$ cat config.mk
export PLATFORM = sky130hd
export DESIGN_NAME = uart_mem_loader_flat
export DESIGN_NICKNAME = d
export VERILOG_FILES = /design/src/rtl/uart_mem_loader_if.sv /design/src/rtl/uart_mem_loader.sv /design/src/flat_wrapper.sv
export SDC_FILE = /design/constraint.sdc
export NUM_CORES = 1
export LEC_CHECK = 0
export CAP_MARGIN = 0
export CORE_MARGIN = 4
export CORE_UTILIZATION = 51
export DETAILED_ROUTE_END_ITERATION = 16
export MAX_ROUTING_LAYER = met4
export PLACE_DENSITY = 0.78
export SYNTH_ARGS = -nofsm -noshare
export SYNTH_HDL_FRONTEND = slang
export SYNTH_SLANG_ARGS = --single-unit
$ cat constraint.sdc
create_clock -name clk -period 2.8 [get_ports clk]
set_clock_uncertainty 0.2 [all_clocks]
set_input_delay 0.42 -clock clk [delete_from_list [all_inputs] [get_ports clk]]
set_output_delay 0.42 -clock clk [all_outputs]
set_load 0.03 [all_outputs]
$ cat src/rtl/uart_mem_loader_if.sv
// uart_mem_loader_if: receive-side word strobe, clear, memory write port and
// load status for the UART memory loader. The loader takes the slave view.
interface uart_mem_loader_if #(
  parameter int ADDR_W = 14
);
  logic [31:0]       word_in;
  logic              word_valid;
  logic              clear;
  logic [ADDR_W-1:0] mem_addr;
  logic [31:0]       mem_wdata;
  logic              mem_we;
  logic              busy;
  logic              load_done;
  logic [1:0]        err_code;
  logic [10:0]       words_loaded;

  modport master (
    output word_in, word_valid, clear,
    input  mem_addr, mem_wdata, mem_we, busy, load_done, err_code, words_loaded
  );

  modport slave (
    input  word_in, word_valid, clear,
    output mem_addr, mem_wdata, mem_we, busy, load_done, err_code, words_loaded
  );
endinterface

$ cat src/rtl/uart_mem_loader.sv
// uart_mem_loader: parses a header word from the UART word receiver, writes
// N payload words to consecutive addresses from BASE_ADDR, then reports done
// or an error code. Holds the core off until load_done.
// Optional feature macro: CHECKSUM_EN -- when defined, a trailing 32-bit
// modular-sum word must follow the payload; a mismatch gives err_code=3.
// TIMEOUT_CYCLES must be at least 2.
module uart_mem_loader #(
  parameter int              ADDR_W         = 14,
  parameter logic [ADDR_W-1:0] BASE_ADDR    = 14'h1,
  parameter int              MAX_WORDS      = 2047,
  parameter logic [15:0]     MAGIC          = 16'hA55A,
  parameter int              TIMEOUT_CYCLES = 1000000
) (
  input  logic clk,
  input  logic rst,
  uart_mem_loader_if.slave bus
);

  localparam int          TW      = $clog2(TIMEOUT_CYCLES);
  localparam logic [TW-1:0] TMR_MAX = TW'(TIMEOUT_CYCLES - 1);
  localparam logic [10:0] MAXW    = 11'(MAX_WORDS);

  localparam logic [1:0] ERR_NONE = 2'd0;
  localparam logic [1:0] ERR_HDR  = 2'd1;
  localparam logic [1:0] ERR_TMO  = 2'd2;
`ifdef CHECKSUM_EN
  localparam logic [1:0] ERR_SUM  = 2'd3;
`endif

  typedef enum logic [2:0] {
    S_WAIT_HDR,
    S_LOAD,
`ifdef CHECKSUM_EN
    S_CHECK,
`endif
    S_DONE,
    S_ERROR
  } state_t;

  state_t            state_q, state_d;
  logic [10:0]       n_q, idx_q, wl_q;
  logic [TW-1:0]     tmr_q;
  logic              we_q;
  logic [ADDR_W-1:0] addr_q;
  logic [31:0]       wdata_q;
  logic [1:0]        err_q;

  logic              accept, do_write, err_set, err_clr;
  logic [1:0]        err_val;
  logic              hdr_ok, last_word, active, tmo;

`ifdef CHECKSUM_EN
  logic [31:0]       sum_q;
`endif

  assign hdr_ok    = (bus.word_in[31:16] == MAGIC) && (bus.word_in[10:0] != 11'd0) &&
                     (bus.word_in[10:0] <= MAXW);
  assign last_word = (idx_q + 11'd1) == n_q;
`ifdef CHECKSUM_EN
  assign active    = (state_q == S_LOAD) || (state_q == S_CHECK);
`else
  assign active    = (state_q == S_LOAD);
`endif
  // A word arriving on the final timer cycle keeps the load alive.
  assign tmo       = (tmr_q == TMR_MAX) && !bus.word_valid;

  // State register.
  always_ff @(posedge clk) begin
    if (rst) state_q <= S_WAIT_HDR;
    else     state_q <= state_d;
  end

  // Next-state and per-cycle control decode.
  always_comb begin
    state_d  = state_q;
    accept   = 1'b0;
    do_write = 1'b0;
    err_set  = 1'b0;
    err_val  = ERR_NONE;
    err_clr  = 1'b0;
    case (state_q)
      S_WAIT_HDR: begin
        if (bus.word_valid) begin
          if (hdr_ok) begin
            accept  = 1'b1;
            state_d = S_LOAD;
          end else begin
            err_set = 1'b1;
            err_val = ERR_HDR;
            state_d = S_ERROR;
          end
        end
      end
      S_LOAD: begin
        if (bus.word_valid) begin
          do_write = 1'b1;
`ifdef CHECKSUM_EN
          if (last_word) state_d = S_CHECK;
`else
          if (last_word) state_d = S_DONE;
`endif
        end else if (tmo) begin
          err_set = 1'b1;
          err_val = ERR_TMO;
          state_d = S_ERROR;
        end
      end
`ifdef CHECKSUM_EN
      S_CHECK: begin
        // The checksum word is compared only, never written.
        if (bus.word_valid) begin
          if (bus.word_in == sum_q) begin
            state_d = S_DONE;
          end else begin
            err_set = 1'b1;
            err_val = ERR_SUM;
            state_d = S_ERROR;
          end
        end else if (tmo) begin
          err_set = 1'b1;
          err_val = ERR_TMO;
          state_d = S_ERROR;
        end
      end
`endif
      S_DONE, S_ERROR: begin
        // clear beats a simultaneous word; the word is dropped.
        if (bus.clear) begin
          err_clr = 1'b1;
          state_d = S_WAIT_HDR;
        end
      end
      default: state_d = S_WAIT_HDR;
    endcase
  end

  // Write port, counters, timer and error code.
  always_ff @(posedge clk) begin
    if (rst) begin
      we_q    <= 1'b0;
      addr_q  <= '0;
      wdata_q <= '0;
      wl_q    <= '0;
      n_q     <= '0;
      idx_q   <= '0;
      tmr_q   <= '0;
      err_q   <= ERR_NONE;
    end else begin
      we_q <= do_write;
      if (accept) begin
        n_q   <= bus.word_in[10:0];
        idx_q <= '0;
        wl_q  <= '0;
        tmr_q <= '0;
      end
      if (do_write) begin
        addr_q  <= BASE_ADDR + ADDR_W'(idx_q);
        wdata_q <= bus.word_in;
        idx_q   <= idx_q + 11'd1;
        wl_q    <= wl_q + 11'd1;
      end
      if (active) tmr_q <= bus.word_valid ? '0 : tmr_q + 1'b1;
      if (err_set)      err_q <= err_val;
      else if (err_clr) err_q <= ERR_NONE;
    end
  end

`ifdef CHECKSUM_EN
  // Running modular sum of the payload words.
  always_ff @(posedge clk) begin
    if (rst)           sum_q <= '0;
    else if (accept)   sum_q <= '0;
    else if (do_write) sum_q <= sum_q + bus.word_in;
  end
`endif

  assign bus.mem_we       = we_q;
  assign bus.mem_addr     = addr_q;
  assign bus.mem_wdata    = wdata_q;
  assign bus.words_loaded = wl_q;
  assign bus.err_code     = err_q;
  assign bus.busy         = active;
  assign bus.load_done    = (state_q == S_DONE);

endmodule

$ cat src/flat_wrapper.sv
// flat-port wrapper written by rule: the top's interface ports become plain ports
module uart_mem_loader_flat 
#(
  parameter int              ADDR_W         = 14,
  parameter logic [ADDR_W-1:0] BASE_ADDR    = 14'h1,
  parameter int              MAX_WORDS      = 2047,
  parameter logic [15:0]     MAGIC          = 16'hA55A,
  parameter int              TIMEOUT_CYCLES = 1000000
)
  (clk, rst, bus_word_in, bus_word_valid, bus_clear, bus_mem_addr, bus_mem_wdata, bus_mem_we, bus_busy, bus_load_done, bus_err_code, bus_words_loaded);
  uart_mem_loader_if #(.ADDR_W(ADDR_W)) bus_i ();
  input  logic clk;
  input  logic rst;
  input wire logic [$bits(bus_i.word_in)-1:0] bus_word_in;
  input wire logic [$bits(bus_i.word_valid)-1:0] bus_word_valid;
  input wire logic [$bits(bus_i.clear)-1:0] bus_clear;
  output wire logic [$bits(bus_i.mem_addr)-1:0] bus_mem_addr;
  output wire logic [$bits(bus_i.mem_wdata)-1:0] bus_mem_wdata;
  output wire logic [$bits(bus_i.mem_we)-1:0] bus_mem_we;
  output wire logic [$bits(bus_i.busy)-1:0] bus_busy;
  output wire logic [$bits(bus_i.load_done)-1:0] bus_load_done;
  output wire logic [$bits(bus_i.err_code)-1:0] bus_err_code;
  output wire logic [$bits(bus_i.words_loaded)-1:0] bus_words_loaded;
  assign bus_i.word_in = bus_word_in;
  assign bus_i.word_valid = bus_word_valid;
  assign bus_i.clear = bus_clear;
  assign bus_mem_addr = bus_i.mem_addr;
  assign bus_mem_wdata = bus_i.mem_wdata;
  assign bus_mem_we = bus_i.mem_we;
  assign bus_busy = bus_i.busy;
  assign bus_load_done = bus_i.load_done;
  assign bus_err_code = bus_i.err_code;
  assign bus_words_loaded = bus_i.words_loaded;
  uart_mem_loader #(.ADDR_W(ADDR_W), .BASE_ADDR(BASE_ADDR), .MAX_WORDS(MAX_WORDS), .MAGIC(MAGIC), .TIMEOUT_CYCLES(TIMEOUT_CYCLES)) u_core (.clk(clk), .rst(rst), .bus(bus_i));
endmodule
==> results of run 1 <==
[placed cells by master (no fill, tap or decap), types with 2 or more instances in the layout]
cell type and n:
sky130_fd_sc_hd__nor2_1 52, sky130_fd_sc_hd__conb_1 2, sky130_fd_sc_hd__inv_1 6, sky130_fd_sc_hd__clkbuf_8 10, sky130_fd_sc_hd__a311oi_1 12, sky130_fd_sc_hd__bufinv_16 2, sky130_fd_sc_hd__nand2b_1 2, sky130_fd_sc_hd__buf_4 28
sky130_fd_sc_hd__xnor2_1 14, sky130_fd_sc_hd__clkdlybuf4s50_1 94, sky130_fd_sc_hd__nand3b_1 7, sky130_fd_sc_hd__or4b_1 2, sky130_fd_sc_hd__dfxtp_1 102, sky130_fd_sc_hd__nand2_1 123, sky130_fd_sc_hd__and2_1 2, sky130_fd_sc_hd__or2_2 3
sky130_fd_sc_hd__o21ai_0 25, sky130_fd_sc_hd__nor3_1 8, sky130_fd_sc_hd__or4_1 2, sky130_fd_sc_hd__nand4b_1 3, sky130_fd_sc_hd__a22oi_1 2, sky130_fd_sc_hd__a31oi_1 10, sky130_fd_sc_hd__ha_1 3, sky130_fd_sc_hd__o211ai_1 2
sky130_fd_sc_hd__nand4_1 7, sky130_fd_sc_hd__or3_2 2, sky130_fd_sc_hd__a211oi_1 10, sky130_fd_sc_hd__xor2_1 6, sky130_fd_sc_hd__a2111oi_0 2, sky130_fd_sc_hd__buf_12 2, sky130_fd_sc_hd__or3_1 6, sky130_fd_sc_hd__nor4_1 5
sky130_fd_sc_hd__nand3_1 24, sky130_fd_sc_hd__and3_1 10, sky130_fd_sc_hd__a21oi_1 79
[worst max-delay path: stages (launching register included)]
cell and delay, ns:
sky130_fd_sc_hd__dfxtp_1 0.40, sky130_fd_sc_hd__ha_1 0.24, sky130_fd_sc_hd__nand3_2 0.10, sky130_fd_sc_hd__or4_1 0.59, sky130_fd_sc_hd__o21ai_2 0.19, sky130_fd_sc_hd__nand3_1 0.09
sky130_fd_sc_hd__or4_4 0.53, sky130_fd_sc_hd__a41o_1 0.25
[state kept, by name, summed over array words and instances (netlist names)]
signal	flops
u_core.bus.mem_wdata	32
u_core.tmr_q	20
u_core.bus.mem_addr	12
u_core.bus.words_loaded	11
u_core.idx_q	11
u_core.n_q	11
u_core.bus.err_code	2
u_core.state_q	2
u_core.bus.mem_we	1
[power groups by stage]
| stage | sequential (mW) | clock, mW | combinational, mW |
|---|---|---|---|
| global route | 1.55 | 1.11 | 0.588 |
| CTS | 1.54 | 1.05 | 0.546 |
| floorplan | 1.65 | 0 | 0.237 |
| global placement | 1.57 | 0 | 0.535 |
| finish | 1.54 | 1.04 | 0.546 |
| detailed placement | 1.57 | 0 | 0.545 |
[final cells by class]
type	instances	area (µm²)
inverter	6	22.5
tap	108	135
sequential	102	2040
clock inverter	5	81.3
multi-input combinational	447	2420
clock buffer	11	141
timing repair buffer	125	1200
fill	721	2770
[how the worst max path moves through the flow]
stage	to	slack, ns	cells after the start	startpoint
global route	u_core.state_q[0]$_SDFFE_PP0P_	0.002	7	u_core.tmr_q[0]$_SDFFE_PP0P_
CTS	u_core.state_q[0]$_SDFFE_PP0P_	0.09	7	u_core.tmr_q[0]$_SDFFE_PP0P_
finish	u_core.state_q[0]$_SDFFE_PP0P_	0.12	7	u_core.tmr_q[1]$_SDFFE_PP0P_
global placement	u_core.tmr_q[15]$_SDFFE_PP0P_	-0.18	8	bus_word_in[16]
floorplan	u_core.state_q[0]$_SDFFE_PP0P_	0.26	8	u_core.idx_q[0]$_SDFFE_PP0P_
detailed placement	u_core.n_q[10]$_SDFFE_PP0P_	-0.26	7	bus_word_in[16]
[metrics by stage]
| step | setup slack, ns | TNS, ns | power, mW | hold slack [ns] | cell area [µm²] |
|---|---|---|---|---|---|
| finish | 0.118 | 0 | 3.13 | 0.257 | 6040 |
| global route | 0.00164 | 0 | 3.25 | 0.286 | 6040 |
| CTS | 0.0932 | 0 | 3.14 | 0.261 | 6020 |
| detailed placement | -0.263 | -8.31 | 2.12 | 0.247 | 5800 |
| global placement | -0.182 | -5.03 | 2.11 | 0.241 | 5800 |
| floorplan | 0.264 | 0 | 1.89 | 0.232 | 4670 |
[metal layers]
| layer | wire, µm | global-route usage, % | vias up |
|---|---|---|---|
| met2 | 5740 | 37.2 | 167 |
| met5 | 0 | - | - |
| met4 | 178 | 7.03 | 0 |
| li1 | - | - | 2277 |
| met3 | 840 | 4.79 | 18 |
| met1 | 5590 | 29.5 | 2161 |
[cells by family (layout without fill, tap and decap cells)]
family | after synthesis | after routing | share of synthesized area [%]
XOR/XNOR | 21 | 21 | 4.26
multiplexers | 1 | 1 | 0.241
AND/OR/NAND/NOR | 271 | 271 | 27.3
flip-flops | 102 | 102 | 43.7
other | 1 | 2 | 0.0803
adder cells (fa/ha/maj) | 3 | 3 | 0.804
AO/OA/AOI/OAI | 149 | 149 | 18.6
buffers and inverters | 47 | 147 | 4.96
[what timing repair did]
item,CTS,global route
hold buffers,0,0
endpoints found under the hold margin,0,0
buffers inserted,0,0
resized for setup,0,3
endpoints found under the setup margin,0,16
==> results by stage, run 1 <==
Power and ir drop:
- In this run the power density over the cells is 518 nW/µm².
- The power spent charging and discharging nets is a little under 900 µW.
- For this design the static power due to leakage is 2.04 nW.
- The clock group share of total power is 33.2%.
- The combinational group share of total power is 17.5%.
- The internal power of the cells totals around 2.3 mW.
- The switching power share of the total is 27.9%.
- The fraction of power consumed by sequential logic is 49.3%.
- The peak supply drop is 309 µV.

Global routing:
- Summed over all layers, the global routing overflow is 0.
- Entering global routing, the biggest net connects 64 pins.
- The number of global-route vias before repair is 4,344.
- The first global-routing pass estimated 20,400 µm of wire.
- In the global route stage, overall resource usage came out at 23.1%.
- The initial antenna violation count came to 0.

Floorplan:
- The core region is 8810 µm².
- The die width is around 100 µm.
- The number of rows created at floorplan is 34.
- During I/O placement, the number of pins put on the boundary was 98.
- The floorplan step set the die height to 104 µm.
- The die covers 10,700 µm².
- The effective utilization at floorplan is 53.0%.

Layout:
- Relative to the synthesized area, the layout overhead comes to 29.3%.
- Measured on the finished design, the core utilization comes to 68.5%.
- The final cell count without fillers is 804.
- The number of nets at the end of the flow is 730.
- The post-route netlist has 8.76% of its cells at a drive strength greater than 1.
- The antenna diode instance count is 0.

Detailed routing:
- The routed layout has 4,623 vias.
- Before antenna repair, the detailed router went through 6 iterations.
- Dividing the detail-routed via count by the number of cells gives 5.75.
- The final routed DRC violation total is 0.
- The total length of routed wires is 12,300 µm.
- The number of nets with antenna violations after detailed routing is 0.
- The initial DRC count is 269.
- The average wire per cell in the routed design is ~15 µm.

Clock network:
- The clock tree from TritonCTS is yes.
- For the worst-skew pair, the clock arrives at the later sink with an insertion delay of 0.36 ns.
- Counting along the longest clock path gives a buffer depth of 2.
- The cell at the root of the clock tree is sky130_fd_sc_hd__clkbuf_8.
- The number of clock sinks is 102.
- In this run, CTS created clock tree buffers numbering 9.
- Clock-pin slew was measured on the worst setup and hold paths at about 0.090 ns.
- CTS built an H-tree with a depth of 3.

Worst setup path:
- The worst reg-to-reg setup slack is 0.12 ns.
- STA classifies the critical path endpoint as a flip-flop.
- The worst reg-to-reg path cell count is 7.
- Along the worst path, the maximum fanout reaches 4.
- The arrival time at the worst endpoint is 2.74 ns.
- The startpoint of the lowest-slack register-to-register path is u_core.tmr_q[1]$_SDFFE_PP0P_.
- By startpoint and endpoint, the worst setup path is classified as reg -> reg.
- The endpoint required time on the critical path is 2.86 ns.
- The worst setup path is launched from a flip-flop.
- The endpoint identified for the worst register-to-register timing path is u_core.state_q[0]$_SDFFE_PP0P_.

Synth:
- The commonest cells after synthesis are 124 x sky130_fd_sc_hd__nand2_1, 102 x sky130_fd_sc_hd__dfxtp_1, 79 x sky130_fd_sc_hd__a21oi_1.
- The most frequent cell after synthesis is sky130_fd_sc_hd__nand2_1.
- Sequential elements use a little over two fifths of the synthesized area.
- By area the synthesized netlist is led by sky130_fd_sc_hd__dfxtp_1 44%, sky130_fd_sc_hd__nand2_1 10%, sky130_fd_sc_hd__a21oi_1 8.5%, sky130_fd_sc_hd__nor2_1 4.2%, sky130_fd_sc_hd__o21ai_0 2.7%.
- In this run, synthesis produced a sequential element count of 102.
- The most area-hungry cell type in the Yosys netlist is sky130_fd_sc_hd__dfxtp_1.
- After technology mapping, the gate count stands at 595.
- In this run, distinct cell masters in the synthesized netlist total 54.
- The post-synthesis average cell area is 7.85 µm².
- The share of flip-flops with an asynchronous set or reset after synthesis is 0%.
- The count of flip-flops with a built-in enable after synthesis is 0.
- The dominant synthesized flop cell is sky130_fd_sc_hd__dfxtp_1.
- The cell area after synthesis is 4670 µm².
- The Yosys step of the flow raised 0 warnings.
- The fraction of synthesized cell area taken by the top area cell type is 43.7%.

Hold path:
- The launch instance of the worst min-delay path is u_core.bus.mem_wdata[12]$_SDFFE_PP0P_.
- The worst min-delay path category is reg -> reg.
- The endpoint with the worst hold slack is u_core.bus.mem_wdata[12]$_SDFFE_PP0P_.
- The worst hold path passes through 2 cells.

STA:
- Dividing the final minimum period by the clock period gives 95.8%.
- Measured against its own limit, the worst slew margin works out to 63.6%.
- Based on the critical path, the design can be clocked at up to 373 MHz.
- Setup repair after global routing left no endpoint under its margin.
- At the pin with the least slew margin, the transition time is 0.541 ns.
- The max-slew violation count is 0.
- The number of failing hold endpoints at the final stage is 0.
- Setup violations remaining at the end of the flow were counted as 0.
- The final critical path time including I/O delays and setup is 2.68 ns.

Placed design:
- The final RePlAce weighted congestion is 0.912.
- Buffers placed on the I/O ports in this run total 95.
- The HPWL after detailed placement is 8730 µm.
- The placed instance count is 788.

Outcome:
- The flow ran to the end, and the final reports show no timing, DRC or antenna violations.

Run:
- The tool flagged a number of max-cap violations equal to 0.
Power figures use the tool's default switching activity.
==> run 2: changes to the inputs <==
--- a/config.mk
+++ b/config.mk
@@ -6,11 +6,13 @@
 export NUM_CORES = 1
 export LEC_CHECK = 0
 export CAP_MARGIN = 0
+export CELL_PAD_IN_SITES_DETAIL_PLACEMENT = 1
+export CELL_PAD_IN_SITES_GLOBAL_PLACEMENT = 2
 export CORE_MARGIN = 4
-export CORE_UTILIZATION = 51
+export CORE_UTILIZATION = 29
 export DETAILED_ROUTE_END_ITERATION = 16
 export MAX_ROUTING_LAYER = met4
-export PLACE_DENSITY = 0.78
+export PLACE_DENSITY = 0.77
 export SYNTH_ARGS = -nofsm -noshare
 export SYNTH_HDL_FRONTEND = slang
 export SYNTH_SLANG_ARGS = --single-unit
==> run 2 against run 1 <==
Compared with the run above:
- flip-flop and latch count did not move
- global-route usage down 5.8 points
- clock power is 40% higher
- register-to-register slack improved by 0.05 ns
- clock-buffer cell count fell by 1
==> results by stage, run 2 (synthesized netlist as in run 1, its figures left out) <==
Clock network:
- The clock transition time at the flip-flop clock pins of the worst setup and hold paths is 0.07 ns (-0.02 ns).
- The number of setup buffers added after CTS is 0 (unchanged).
- The hold buffer count at CTS came to 0 (unchanged).
- The worst-skew pair later-pin latency is 0.35 ns (about the same).
- The number of clock sinks is 102 (unchanged).
- The buffer depth of the longest clock path is 2 (unchanged).
- The total clock buffers created by CTS is 9 (unchanged).
- CTS placed an instance of sky130_fd_sc_hd__clkbuf_16 at the clock tree root.
- TritonCTS built the clock tree.
- The deepest level of the CTS H-tree came to 3 (unchanged).

Layout:
- The number of flip-flops in the largest register is 32 (unchanged).
- The post-route standard cell area excluding fillers came to 6320 µm² (+4.8%).
- The growth of design area from synthesis to finish is 35.5%.
- The fraction of layout cells with a size suffix above 1 came to 9.83% (+1.1 points).
- The utilization after layout came to 40.0% (-29 points).
- The antenna diode instance count is 0 (unchanged).
- Leaving out fill and tap cells, the most frequent cells in the layout are 123 x sky130_fd_sc_hd__nand2_1, 102 x sky130_fd_sc_hd__dfxtp_1, 94 x sky130_fd_sc_hd__clkdlybuf4s50_1.
- The final cell count without fillers is 918 (+14%).
- The number of fillers in the final layout is 1,887 (+160%).
- The number of nets at the end of the flow is 736 (+0.82%).
- The most common cell after layout, fill and taps aside is sky130_fd_sc_hd__nand2_1.

Worst setup path:
- The startpoint of the lowest-slack register-to-register path is u_core.tmr_q[1]$_SDFFE_PP0P_.
- STA classifies the critical path startpoint as a flip-flop.
- The critical path class is reg -> out.
- The kind of end point of the critical path is a primary output.
- The worst reg-to-reg setup slack is 0.17 ns (+0.05 ns).
- The endpoint required time on the critical path is 2.18 ns (-0.68 ns).
- The peak fanout along the critical path came to 11 (+7).
- The capturing point of the worst reg2reg path is u_core.state_q[0]$_SDFFE_PP0P_.
- The arrival time at the worst endpoint is 2.06 ns (-0.68 ns).
- The worst reg-to-reg path cell count is 7 (unchanged).

Placed design:
- The placed instance count came to 902 (+14%).
- The final RePlAce weighted congestion is 0.814 (-11%).
- The cell area reported after detailed placement is 5970 µm² (+2.9%).
- The count of input and output buffers is 95 (unchanged).
- The worst-case setup slack after placement was -0.226 ns (+0.0374 ns).
- The HPWL after detailed placement came to 10,900 µm (+25%).

Detailed routing:
- The average wire per cell in the routed design is 16.3 µm (+6.0%).
- The via total after detailed routing came to 4,641 (+0.39%).
- The total length of routed wires is 14,900 µm (+21%).
- The final routed DRC violation total is 0 (unchanged).
- The number of nets with antenna violations after detailed routing is 0 (unchanged).
- The initial DRC count is 250 (-7.1%).
- The ratio of routed vias to standard cells was 5.06 (-12%).
- The count of TritonRoute iterations in the first routing pass was 4 (-2).

Global routing:
- The initial antenna violation count is 0 (unchanged).
- The global router's overall resource usage is 17.3% (-5.8 points).
- The number of global-route vias before repair is 4,960 (+14%).
- The leftover overflow at the end of global routing came to 0 (unchanged).
- The maximum number of pins on one net before global-route repair is 64 (unchanged).
- The global-route wire length before repair came to 24,900 µm (+22%).

Floorplan:
- The effective utilization at floorplan was 29.5% (-24 points).
- The number of rows created at floorplan came to 46 (+35%).
- The vertical extent of the die came to 135 µm (+30%).
- The overall die area is 18,200 µm² (+69%).
- The die width came to 135 µm (+30%).
- The top-level I/O count is 98 (unchanged).
- The area of the core region is 15,800 µm² (+80%).

STA:
- The number of failing hold endpoints at the final stage is 0 (unchanged).
- The post-route setup TNS is 0 ns (unchanged).
- The worst hold slack after final layout came to 0.256 ns (-0.000770 ns).
- Setup repair after global routing left no endpoint under its margin.
- The worst-margin pin slew was 0.673 ns (+0.132 ns).
- The remaining max-slew budget at the tightest pin was 55.1% (-8.5 points).
- The final setup violation count is 0 (unchanged).
- The slack of the critical path was 0.116 ns (-0.00219 ns).
- The max-slew violation count is 0 (unchanged).
- The post-route fraction of the period consumed by the critical path was 95.9% (about the same).
- The final critical path time including I/O delays and setup is 2.68 ns (+0.00219 ns).
- The fmax is 373 MHz (about the same).

Run:
- The max-capacitance violation count came to 0 (unchanged).

Hold path:
- The worst hold path belongs to the class reg -> reg.
- The launch instance of the worst min-delay path is u_core.bus.mem_wdata[12]$_SDFFE_PP0P_.
- The hold-critical path depth was 2 (unchanged).
- The path with the worst hold slack has its endpoint at u_core.bus.mem_wdata[12]$_SDFFE_PP0P_.

Power and ir drop:
- The power density over cell area is 565 nW/µm² (+9.1%).
- The leakage power total is 2.12 nW (+3.5%).
- The peak supply drop is 289 µV (-6.3%).
- The overall power was 3.57 mW (+14%).

Outcome:
- The run finished with clean final reports.
## run 2: worst max path at each step
| stage | start | endpoint | slack (ns) | depth (start not counted) |
|---|---|---|---|---|
| 4_1_cts | u_core.tmr_q[1]$_SDFFE_PP0P_ | u_core.state_q[0]$_SDFFE_PP0P_ | 0.05 | 7 |
| 3_5_place_dp | bus_word_in[16] | u_core.idx_q[7]$_SDFFE_PP0P_ | -0.23 | 8 |
| 5_1_grt | bus_word_in[18] | u_core.tmr_q[15]$_SDFFE_PP0P_ | 0.01 | 8 |
| 3_3_place_gp | bus_word_in[16] | u_core.tmr_q[16]$_SDFFE_PP0P_ | -0.17 | 8 |
| 2_1_floorplan | u_core.idx_q[0]$_SDFFE_PP0P_ | u_core.state_q[0]$_SDFFE_PP0P_ | 0.26 | 8 |
| 6_report | u_core.state_q[0]$_SDFFE_PP0P_ | bus_busy | 0.12 | 2 |
## run 2: report_power, final
group	switching, mW	total, mW	internal, mW
logic	0.338	0.564	0.226
registers	0.0406	1.54	1.50
clock network	0.567	1.46	0.897
## run 2: layer usage
layer	up-vias	track usage (%)	routed length, µm
li1	2292	-	-
met1	2245	21.1	6870
met2	91	28.5	7180
met3	13	3.54	681
met4	0	6.22	221
met5	-	-	0
## run 2: repair_timing
item / CTS / global route
gates resized for setup: 0 / 3
setup endpoints to repair: 0 / 1
hold endpoints to repair: 0 / 0
## run 2: cell type report
type | instances | area (µm²) | share of cell area (%)
flip-flops and latches | 102 | 2040 | 32.3
clock inverters | 6 | 109 | 1.72
repair buffers | 131 | 1230 | 19.4
inverters | 6 | 22.5 | 0.356
clock buffers | 10 | 239 | 3.78
well taps | 216 | 270 | 4.27
multi-input cells | 447 | 2410 | 38.1
## run 2: worst max-delay path, stage by stage (launching register included)
cell and delay [ns]:
sky130_fd_sc_hd__dfxtp_1 0.53, sky130_fd_sc_hd__nor2b_1 0.42, sky130_fd_sc_hd__clkdlybuf4s50_1 0.77
==> run 3: changes to the inputs <==
--- a/config.mk
+++ b/config.mk
@@ -8,11 +8,11 @@
 export CAP_MARGIN = 0
 export CELL_PAD_IN_SITES_DETAIL_PLACEMENT = 1
 export CELL_PAD_IN_SITES_GLOBAL_PLACEMENT = 2
-export CORE_MARGIN = 4
-export CORE_UTILIZATION = 29
+export CORE_MARGIN = 5
+export CORE_UTILIZATION = 31
 export DETAILED_ROUTE_END_ITERATION = 16
 export MAX_ROUTING_LAYER = met4
-export PLACE_DENSITY = 0.77
+export PLACE_DENSITY = 0.82
 export SYNTH_ARGS = -nofsm -noshare
 export SYNTH_HDL_FRONTEND = slang
 export SYNTH_SLANG_ARGS = --single-unit
==> constraint.sdc (replaced) <==
create_clock -name clk -period 3.28 [get_ports clk]
set_clock_uncertainty 0.2 [all_clocks]
set_input_delay 0.492 -clock clk [delete_from_list [all_inputs] [get_ports clk]]
set_output_delay 0.492 -clock clk [all_outputs]
set_load 0.03 [all_outputs]
==> run 3 against run 2 <==
Compared with the run above:
- critical path depth up 6
- critical endpoint is now u_core.idx_q[6]$_SDFFE_PP0P_
- cell count down 5.9%
- non-clock buffer count down 22
==> results by stage, run 3 (synthesized netlist as in run 1, its figures left out) <==
Outcome:
- The flow ran to the end, and the final reports show no timing, DRC or antenna violations.

Worst setup path:
- The endpoint required time on the critical path is 3.31 ns (+1.13 ns).
- The kind of end point of the critical path is a flip-flop.
- The arrival time at the worst endpoint is 2.98 ns (+0.92 ns).
- The startpoint type of the worst setup path is an input port.
- The worst reg-to-reg setup slack was 0.41 ns (+0.24 ns).
- The peak fanout along the critical path is 14 (+3).
- The critical path class is in -> reg.

Detailed routing:
- The ratio of routed vias to standard cells was 5.23 (+3.5%).
- The via total after detailed routing is 4,519 (-2.6%).
- The total length of routed wires came to 14,600 µm (-2.0%).
- The initial DRC count is 223 (-11%).
- The count of TritonRoute iterations in the first routing pass is 4 (unchanged).
- The average wire per cell in the routed design is 16.9 µm (+4.1%).
- The final routed DRC violation total came to 0 (unchanged).
- The number of nets with antenna violations after detailed routing is 0 (unchanged).

Placed design:
- The cell area reported after detailed placement was 5760 µm² (-3.4%).
- The final RePlAce weighted congestion is 0.816 (+0.33%).
- The count of input and output buffers is 95 (unchanged).
- The placed instance count came to 848 (-6.0%).
- The HPWL after detailed placement was 10,600 µm (-3.5%).
- The worst-case setup slack after placement is -0.0119 ns (+0.214 ns).

Floorplan:
- The overall die area is 17,600 µm² (-3.2%).
- The die width is 133 µm (-1.6%).
- The area of the core region is 14,600 µm² (-7.5%).
- The top-level I/O count is 98 (unchanged).
- The vertical extent of the die is 133 µm (-1.6%).
- The effective utilization at floorplan is 31.9% (+2.4 points).
- The number of rows created at floorplan is 44 (-4.3%).

Layout:
- The most common cell after layout, fill and taps aside is sky130_fd_sc_hd__nand2_1.
- The post-route standard cell area excluding fillers is 6070 µm² (-4.0%).
- The number of flip-flops in the largest register is 32 (unchanged).
- The fraction of layout cells with a size suffix above 1 came to 6.47% (-3.4 points).
- In the layout the commonest cells are 123 x sky130_fd_sc_hd__nand2_1, 102 x sky130_fd_sc_hd__dfxtp_1, 94 x sky130_fd_sc_hd__clkdlybuf4s50_1.
- The growth of design area from synthesis to finish is 30.0%.
- The utilization after layout is 41.4% (+1.5 points).
- The final cell count without fillers is 864 (-5.9%).
- The number of nets at the end of the flow is 714 (-3.0%).
- The antenna diode instance count came to 0 (unchanged).

STA:
- The worst hold slack after final layout is 0.258 ns (+0.00155 ns).
- The final critical path takes up around nine tenths of the cycle.
- The number of failing hold endpoints at the final stage is 0 (unchanged).
- The worst-margin pin slew is 0.671 ns (-0.00263 ns).
- The remaining max-slew budget at the tightest pin was 54.9% (-0.24 points).
- The post-route setup TNS is 0 ns (unchanged).
- The final setup violation count was 0 (unchanged).
- The fmax is 339 MHz.
- The max-slew violation count was 0 (unchanged).
- The slack of the critical path came to 0.331 ns (+0.215 ns).
- The final critical path time including I/O delays and setup is 2.95 ns.
- Setup repair after global routing left no endpoint under its margin.

Run:
- The max-capacitance violation count was 0 (unchanged).

Power and ir drop:
- The peak supply drop is 241 µV (-17%).
- The leakage power total was 1.98 nW (-6.2%).
- The power density over cell area is 478 nW/µm² (-15%).
- The overall power came to 2.90 mW (-19%).

Global routing:
- The number of global-route vias before repair was 4,853 (-2.2%).
- The leftover overflow at the end of global routing is 0 (unchanged).
- The global router's overall resource usage is 17.2% (-0.16 points).
- The initial antenna violation count is 0 (unchanged).
- The global-route wire length before repair is 24,200 µm (-3.0%).
- The maximum number of pins on one net before global-route repair was 64 (unchanged).

Clock network:
- The post-cts repair resize count was 0 (unchanged).
- The clock transition time at the flip-flop clock pins of the worst setup and hold paths is 0.07 ns (about the same).
- The hold buffer count at CTS is 0 (unchanged).
- The number of setup buffers added after CTS is 0 (unchanged).
- The tree is rooted in a sky130_fd_sc_hd__clkbuf_16.
- The number of clock sinks was 102 (unchanged).
- The worst-skew pair later-pin latency was 0.35 ns (about the same).
- The total clock buffers created by CTS is 9 (unchanged).
- The deepest level of the CTS H-tree is 3 (unchanged).
- TritonCTS built the clock tree.
- The buffer depth of the longest clock path came to 2 (unchanged).

Hold path:
- The worst min-delay path category is reg -> reg.
run 3: per-layer routing:
metal | up-vias | share of wire, % | wire (µm) | GRT usage (%)
li1 | 2243 | - | - | -
met1 | 2186 | 44 | 6500 | 19.3
met2 | 80 | 49 | 7230 | 29.9
met3 | 10 | 5.1 | 740 | 5.16
met4 | 0 | 1.2 | 170 | 4.45
met5 | - | 0 | 0 | -
run 3: area by class of cell:
cell class	count	area [µm²]
fillers	1769	8580
multi-input cells	447	2400
flip-flops and latches	102	2040
repair buffers	109	1060
clock buffers	10	239
well taps	184	230
clock inverters	6	68.8
inverters	6	22.5
run 3: where the power goes:
group,internal (mW),switching [mW]
sequential,1.28,0.0363
clock,0.619,0.504
combinational,0.175,0.283
total,2.08,0.824
run 3: worst paths after layout:
path,cells past startpoint,to,startpoint
max,8,u_core.idx_q[6]$_SDFFE_PP0P_,bus_word_in[27]
min,2,u_core.bus.mem_wdata[31]$_SDFFE_PP0P_,u_core.bus.mem_wdata[31]$_SDFFE_PP0P_
max reg2reg,7,u_core.state_q[0]$_SDFFE_PP0P_,u_core.tmr_q[0]$_SDFFE_PP0P_
min reg2reg,2,u_core.bus.mem_wdata[31]$_SDFFE_PP0P_,u_core.bus.mem_wdata[31]$_SDFFE_PP0P_
run 3: worst max-delay path, stage by stage:
cell and delay (ns):
sky130_fd_sc_hd__clkdlybuf4s50_1 0.41, sky130_fd_sc_hd__or4b_1 0.56, sky130_fd_sc_hd__nor4_2 0.48, sky130_fd_sc_hd__nand2_1 0.16, sky130_fd_sc_hd__buf_4 0.19, sky130_fd_sc_hd__a21o_1 0.34
sky130_fd_sc_hd__o21ai_0 0.26, sky130_fd_sc_hd__a21oi_1 0.09
==> patch 1 (config.mk and constraints of run 3) <==
Encoding of `state_t`: now one-hot (4 bits for 4 states).
--- a/src/rtl/uart_mem_loader.sv
+++ b/src/rtl/uart_mem_loader.sv
@@ -27,14 +27,14 @@
   localparam logic [1:0] ERR_SUM  = 2'd3;
 `endif
 
-  typedef enum logic [2:0] {
-    S_WAIT_HDR,
-    S_LOAD,
+  typedef enum logic [3:0] {
+    S_WAIT_HDR = 4'b0001,
+    S_LOAD     = 4'b0010,
 `ifdef CHECKSUM_EN
     S_CHECK,
 `endif
-    S_DONE,
-    S_ERROR
+    S_DONE     = 4'b0100,
+    S_ERROR    = 4'b1000
   } state_t;
 
   state_t            state_q, state_d;
Formal check against the unedited RTL: no difference found for any inputs over 4 cycles, from zero or initial values and one cycle with rst high; so few cycles prove little.
==> patch 1 against run 3 <==
  * Sequential share of layout area increased by 0.19 points
  * Routed wire length down 3.0%
  * Setup slack gained 0.038 ns
  * Core utilization is 0.67 points lower
  * Sequential cell count rose by 2
  * Count of clock-buffer cells in the layout fell by 1
  * Total power decreased by 0.82%
  * Register-to-register slack gained 0.13 ns
  * Design area increased by 1.4%
  * Global-route usage is 0.66 points lower
  * Largest cell class unchanged
  * Area after synthesis increased by 1.6%
==> patch 1: results (changes against run 3) <==
Status:
- The flow ran to the end, and the final reports show no timing, DRC or antenna violations.

Final layout:
- The layout cell share with drive strength beyond 1 is 7.31% (+0.84 points).

Setup path:
- The kind of end point of the critical path is an output pin.
- The critical path class is reg -> out.
- The worst setup path endpoint is bus_busy.
- The longest individual stage delay on the worst path is 0.72 ns (+0.16 ns).
- The depth of the most critical reg-to-reg path is 6 (-1).

Detailed routing:
- The routed metal-1 wire length is 6240 um (-4.1%).
- The violation count after the first detailed-routing iteration came to 181 (-19%).
- The length of routed met3 wiring is 517 um (-30%).
- The routed wire length per instance is 16.8 um (-0.79%).
- The wire length reported by the detailed router is 14200 um (-3.0%).

Global routing:
- The met1 layer usage reported by global route is 19.3% (about the same).
- The met2 track utilization from global routing is 28.3% (-1.6 points).
- The maximum number of pins on one net before global-route repair was 60 (-6.3%).
- The global-route wire length before repair is 23400 um (-3.1%).
- The number of global-route vias before repair is 4669 (-3.8%).

Timing:
- The shortest clock period the worst path allows after layout is 2.91 ns (-0.0381 ns).

Placement:
- The HPWL reported at the end of detailed placement is 10200 um (-3.5%).
- The total placed cells including tap cells is 829 (-2.2%).
- The placed standard-cell area is 5850 um^2 (+1.5%).
- The routability congestion estimate is 0.825 (+1.0%).

Synth:
- In the post-synthesis netlist, the biggest area contributors are sky130_fd_sc_hd__dfxtp_1 (44%), sky130_fd_sc_hd__nand2_1 (7.4%), sky130_fd_sc_hd__a21oi_1 (6.8%).
- The number of distinct library cells after synthesis is 57 (+5.6%).
- Counting instances in the post-synthesis netlist gives the leading cell types as sky130_fd_sc_hd__dfxtp_1 (104), sky130_fd_sc_hd__nand2_1 (94), sky130_fd_sc_hd__nor2_1 (69).
- The sequential share of the synthesized area is 43.9% (+0.16 points).

Pwr:
- The total leakage power is 2.02 nW (+1.6%).
patch 1: cell type report:
type                    instances  area (um^2)
clock buffers                   9          225
clock inverters                 7         80.1
fillers                      1816         8940
inverters                       4         15.0
multi-input cells             423         2440
flip-flops and latches        104         2080
well taps                     188          235
repair buffers                110         1070
patch 1: kinds of logic after synthesis:
kind of cell	synth area share (%)
flops	43.9
simple gates	25.3
compound gates	15.7
other cells	0.0791
fa+ha+maj	0.792
xor+xnor	7.15
buf+inv	4.83
mux	2.32
patch 1: worst min path at each step:
stage,slack [ns],endpoint,cells past startpoint
global route,0.28,u_core.bus.mem_wdata[16],2
global placement,0.24,u_core.bus.mem_wdata[17],2
finish,0.25,u_core.bus.mem_wdata[3],2
CTS,0.26,u_core.bus.mem_wdata[3],2
floorplan,0.24,u_core.tmr_q[18],1
detailed placement,0.25,u_core.bus.mem_wdata[30],2
patch 1: power breakdown:
group	internal, mW	total [mW]	switching (mW)
clock network	0.602	1.11	0.512
registers	1.30	1.34	0.0366
logic	0.171	0.424	0.252
==> patch 2 (settings of run 3) <==
Made on the original files. Build with the macro `CHECKSUM_EN` defined.
--- a/src/rtl/uart_mem_loader.sv
+++ b/src/rtl/uart_mem_loader.sv
@@ -4,6 +4,8 @@
 // Optional feature macro: CHECKSUM_EN -- when defined, a trailing 32-bit
 // modular-sum word must follow the payload; a mismatch gives err_code=3.
 // TIMEOUT_CYCLES must be at least 2.
+`define CHECKSUM_EN
+
 module uart_mem_loader #(
   parameter int              ADDR_W         = 14,
   parameter logic [ADDR_W-1:0] BASE_ADDR    = 14'h1,
Formal check against the unedited RTL: not equivalent (Yosys sat finds a counterexample within 4 cycles, from zero or initial values and one cycle with rst high).
==> patch 2 against run 3 <==
  * Sequential cell count grew 33
  * Maximum frequency shrank 5.6%
  * Global-route usage grew 1.7 points
  * Total power grew 38%
  * Setup slack lost 0.17 ns
  * Non-clock buffer count grew 113
  * Routed wire length grew 68%
  * Register-to-register slack gained 0.07 ns
  * Design area grew 67%
  * Sequential power grew 25%
  * First-iteration DRC count grew 49%
  * Core utilization grew 1.7 points
  * Area after synthesis grew 59%
==> patch 2: results (changes against run 3) <==
Global routing:
- The met1 layer usage reported by global route is 23.0% (+3.7 points).
- The maximum number of pins on one net before global-route repair came to 73 (+14%).
- The number of antenna violations at the first check in global routing is 0 (unchanged).
- The number of global-route vias before repair was 7878 (+62%).
- The met2 track utilization from global routing is 32.4% (+2.5 points).
- The remaining global-route overflow is 0 (unchanged).
- The global-route wire length before repair is 40200 um (+67%).
- The met3 global-route usage is 3.62% (-1.5 points).
- The global router's overall resource usage is 18.9% (+1.7 points).

Detailed routing:
- The detail-routed via count per cell is 5.19 (-0.86%).
- The wire length reported by the detailed router is 24700 um (+68%).
- The number of iterations in the first detailed-routing pass is 5 (+1).
- The violation count after the first detailed-routing iteration was 333 (+49%).

Final layout:
- The net count of the finished layout is 1218 (+71%).
- The layout cell share with drive strength beyond 1 came to 14.7% (+8.2 points).
- The count of antenna diodes in the layout was 0 (unchanged).

Synth:
- The number of distinct library cells after synthesis is 57 (+5.6%).
- The sequential share of the synthesized area is 36.5% (-7.3 points).
- By count the netlist is led by sky130_fd_sc_hd__nand2_1 (149), sky130_fd_sc_hd__dfxtp_1 (135), sky130_fd_sc_hd__a21oi_1 (108).
- The share of async-settable or async-resettable flops after synthesis is 0% (unchanged).
- After synthesis, the cell types taking the most area are sky130_fd_sc_hd__dfxtp_1 (36%), sky130_fd_sc_hd__nand2_1 (7.5%), sky130_fd_sc_hd__a21oi_1 (7.3%).
- The number of warnings issued by yosys came to 0 (unchanged).

Setup path:
- In this run the worst setup path begins at bus_word_in[16].
- In this run the critical register-to-register path is launched from u_core.sum_q[0].
- The data arrival at the endpoint of the critical path is 3.23 ns (+0.25 ns).
- Broken down by cell family, the worst path's largest delay share belongs to simple AND/OR/NAND/NOR gates.
- The highest-delay cell along the critical path is sky130_fd_sc_hd__or4b_4.
- The maximum fanout along the worst path is 9 (-5).
- The longest individual stage delay on the worst path was 0.58 ns (+0.02 ns).

Pwr:
- The highest ir drop seen on vdd was 0.000310 V (+28%).
- The total leakage power is 4.01 nW (+100%).

Clocking:
- The total setup buffers inserted after CTS is 0 (unchanged).
- The total CTS buffers is 17 (+8).
- The clock latency on the worst-skew pair is 0.43 ns (+0.08 ns).
- After clock tree synthesis, the clock-pin slew on the worst setup and hold paths is 0.06 ns.
- CTS placed an instance of sky130_fd_sc_hd__clkbuf_16 at the clock tree root.
- The number of levels in the clock H-tree is 4 (+1).
- The CTS tree is built.
- The maximum buffer depth of the clock tree came to 2 (unchanged).

Min path:
- The hold path startpoint is u_core.bus.mem_wdata[25].
- The worst hold-check path type is reg -> reg.

Placement:
- The placed standard-cell area is 9490 um^2 (+65%).
- The routability congestion estimate is 0.837 (+2.5%).
- The HPWL reported at the end of detailed placement is 18100 um (+71%).
- The worst setup timing slack at the placement stage is -0.631 ns (-0.619 ns).
- The count of buffers from port buffering is 95 (unchanged).

Timing:
- The transition time at the pin with the least slew margin is 0.781 ns (+0.110 ns).
- The number of pins exceeding their max-slew limit in the final report is 0 (unchanged).

Status:
- The flow ran to the end, and the final reports show no timing, DRC or antenna violations.
patch 2: metrics by stage:
step,instances,utilization [%]
3_5_place_dp,1447,40.3
5_1_grt,1479,43.1
2_1_floorplan,970,-
3_3_place_gp,1447,40.3
4_1_cts,1479,43.0
6_report,1479,43.1
patch 2: area by class of cell:
class / count / area, um^2
Fill cell: 2863 / 13400
Multi-Input combinational cell: 757 / 4420
Sequential cell: 135 / 2700
Timing Repair Buffer: 222 / 1950
Clock buffer: 21 / 480
Tap cell: 319 / 399
Clock inverter: 11 / 146
Inverter: 14 / 52.6
patch 2: kinds of logic (layout without fill, tap and decap cells):
kind of cell	Yosys count	in the layout	share of synthesized area (%)
AOI/OAI and AO/OA	255	255	20.6
xor gates and xnor gates	39	39	4.61
adders and majority gates	35	35	6.01
buffers and inverters	78	268	4.57
DFF	135	135	36.5
muxes	13	13	1.76
other	1	2	0.0506
and+or+nand+nor	413	413	25.9
patch 2: worst paths after layout:
check / endpoint / slack (ns) / depth (start not counted)
worst max-delay path: u_core.sum_q[31] / 0.16 / 10
worst min-delay path: u_core.bus.mem_wdata[25] / 0.25 / 2
worst max register to register: u_core.sum_q[20] / 0.48 / 12
worst min register to register: u_core.bus.mem_wdata[25] / 0.25 / 2
patch 2: layer usage:
layer / up-vias / routed length (um)
met2: 108 / 12300
met4: 0 / 395
met3: 31 / 789
met1: 3723 / 11200
li1: 3807 / -
met5: - / 0
patch 2: tightest hold or removal path, cell delays in order (launching register included):
cell,delay [ns]
sky130_fd_sc_hd__dfxtp_1,0.31
sky130_fd_sc_hd__nand2_1,0.05
sky130_fd_sc_hd__a21oi_1,0.05
patch 2: timing repair:
action / CTS / global route
hold buffers: 0 / 0
endpoints found under the setup margin: 73 / 16
gates resized for setup: 2 / 5
pin swaps: 0 / 1
patch 2: power breakdown:
group	internal [mW]	leakage [nW]	total (mW)	switching, mW
Clock	1.28	0.305	2.06	0.780
Combinational	0.135	2.62	0.284	0.149
Sequential	1.64	1.09	1.65	0.00744
Total	3.05	4.01	3.99	0.937
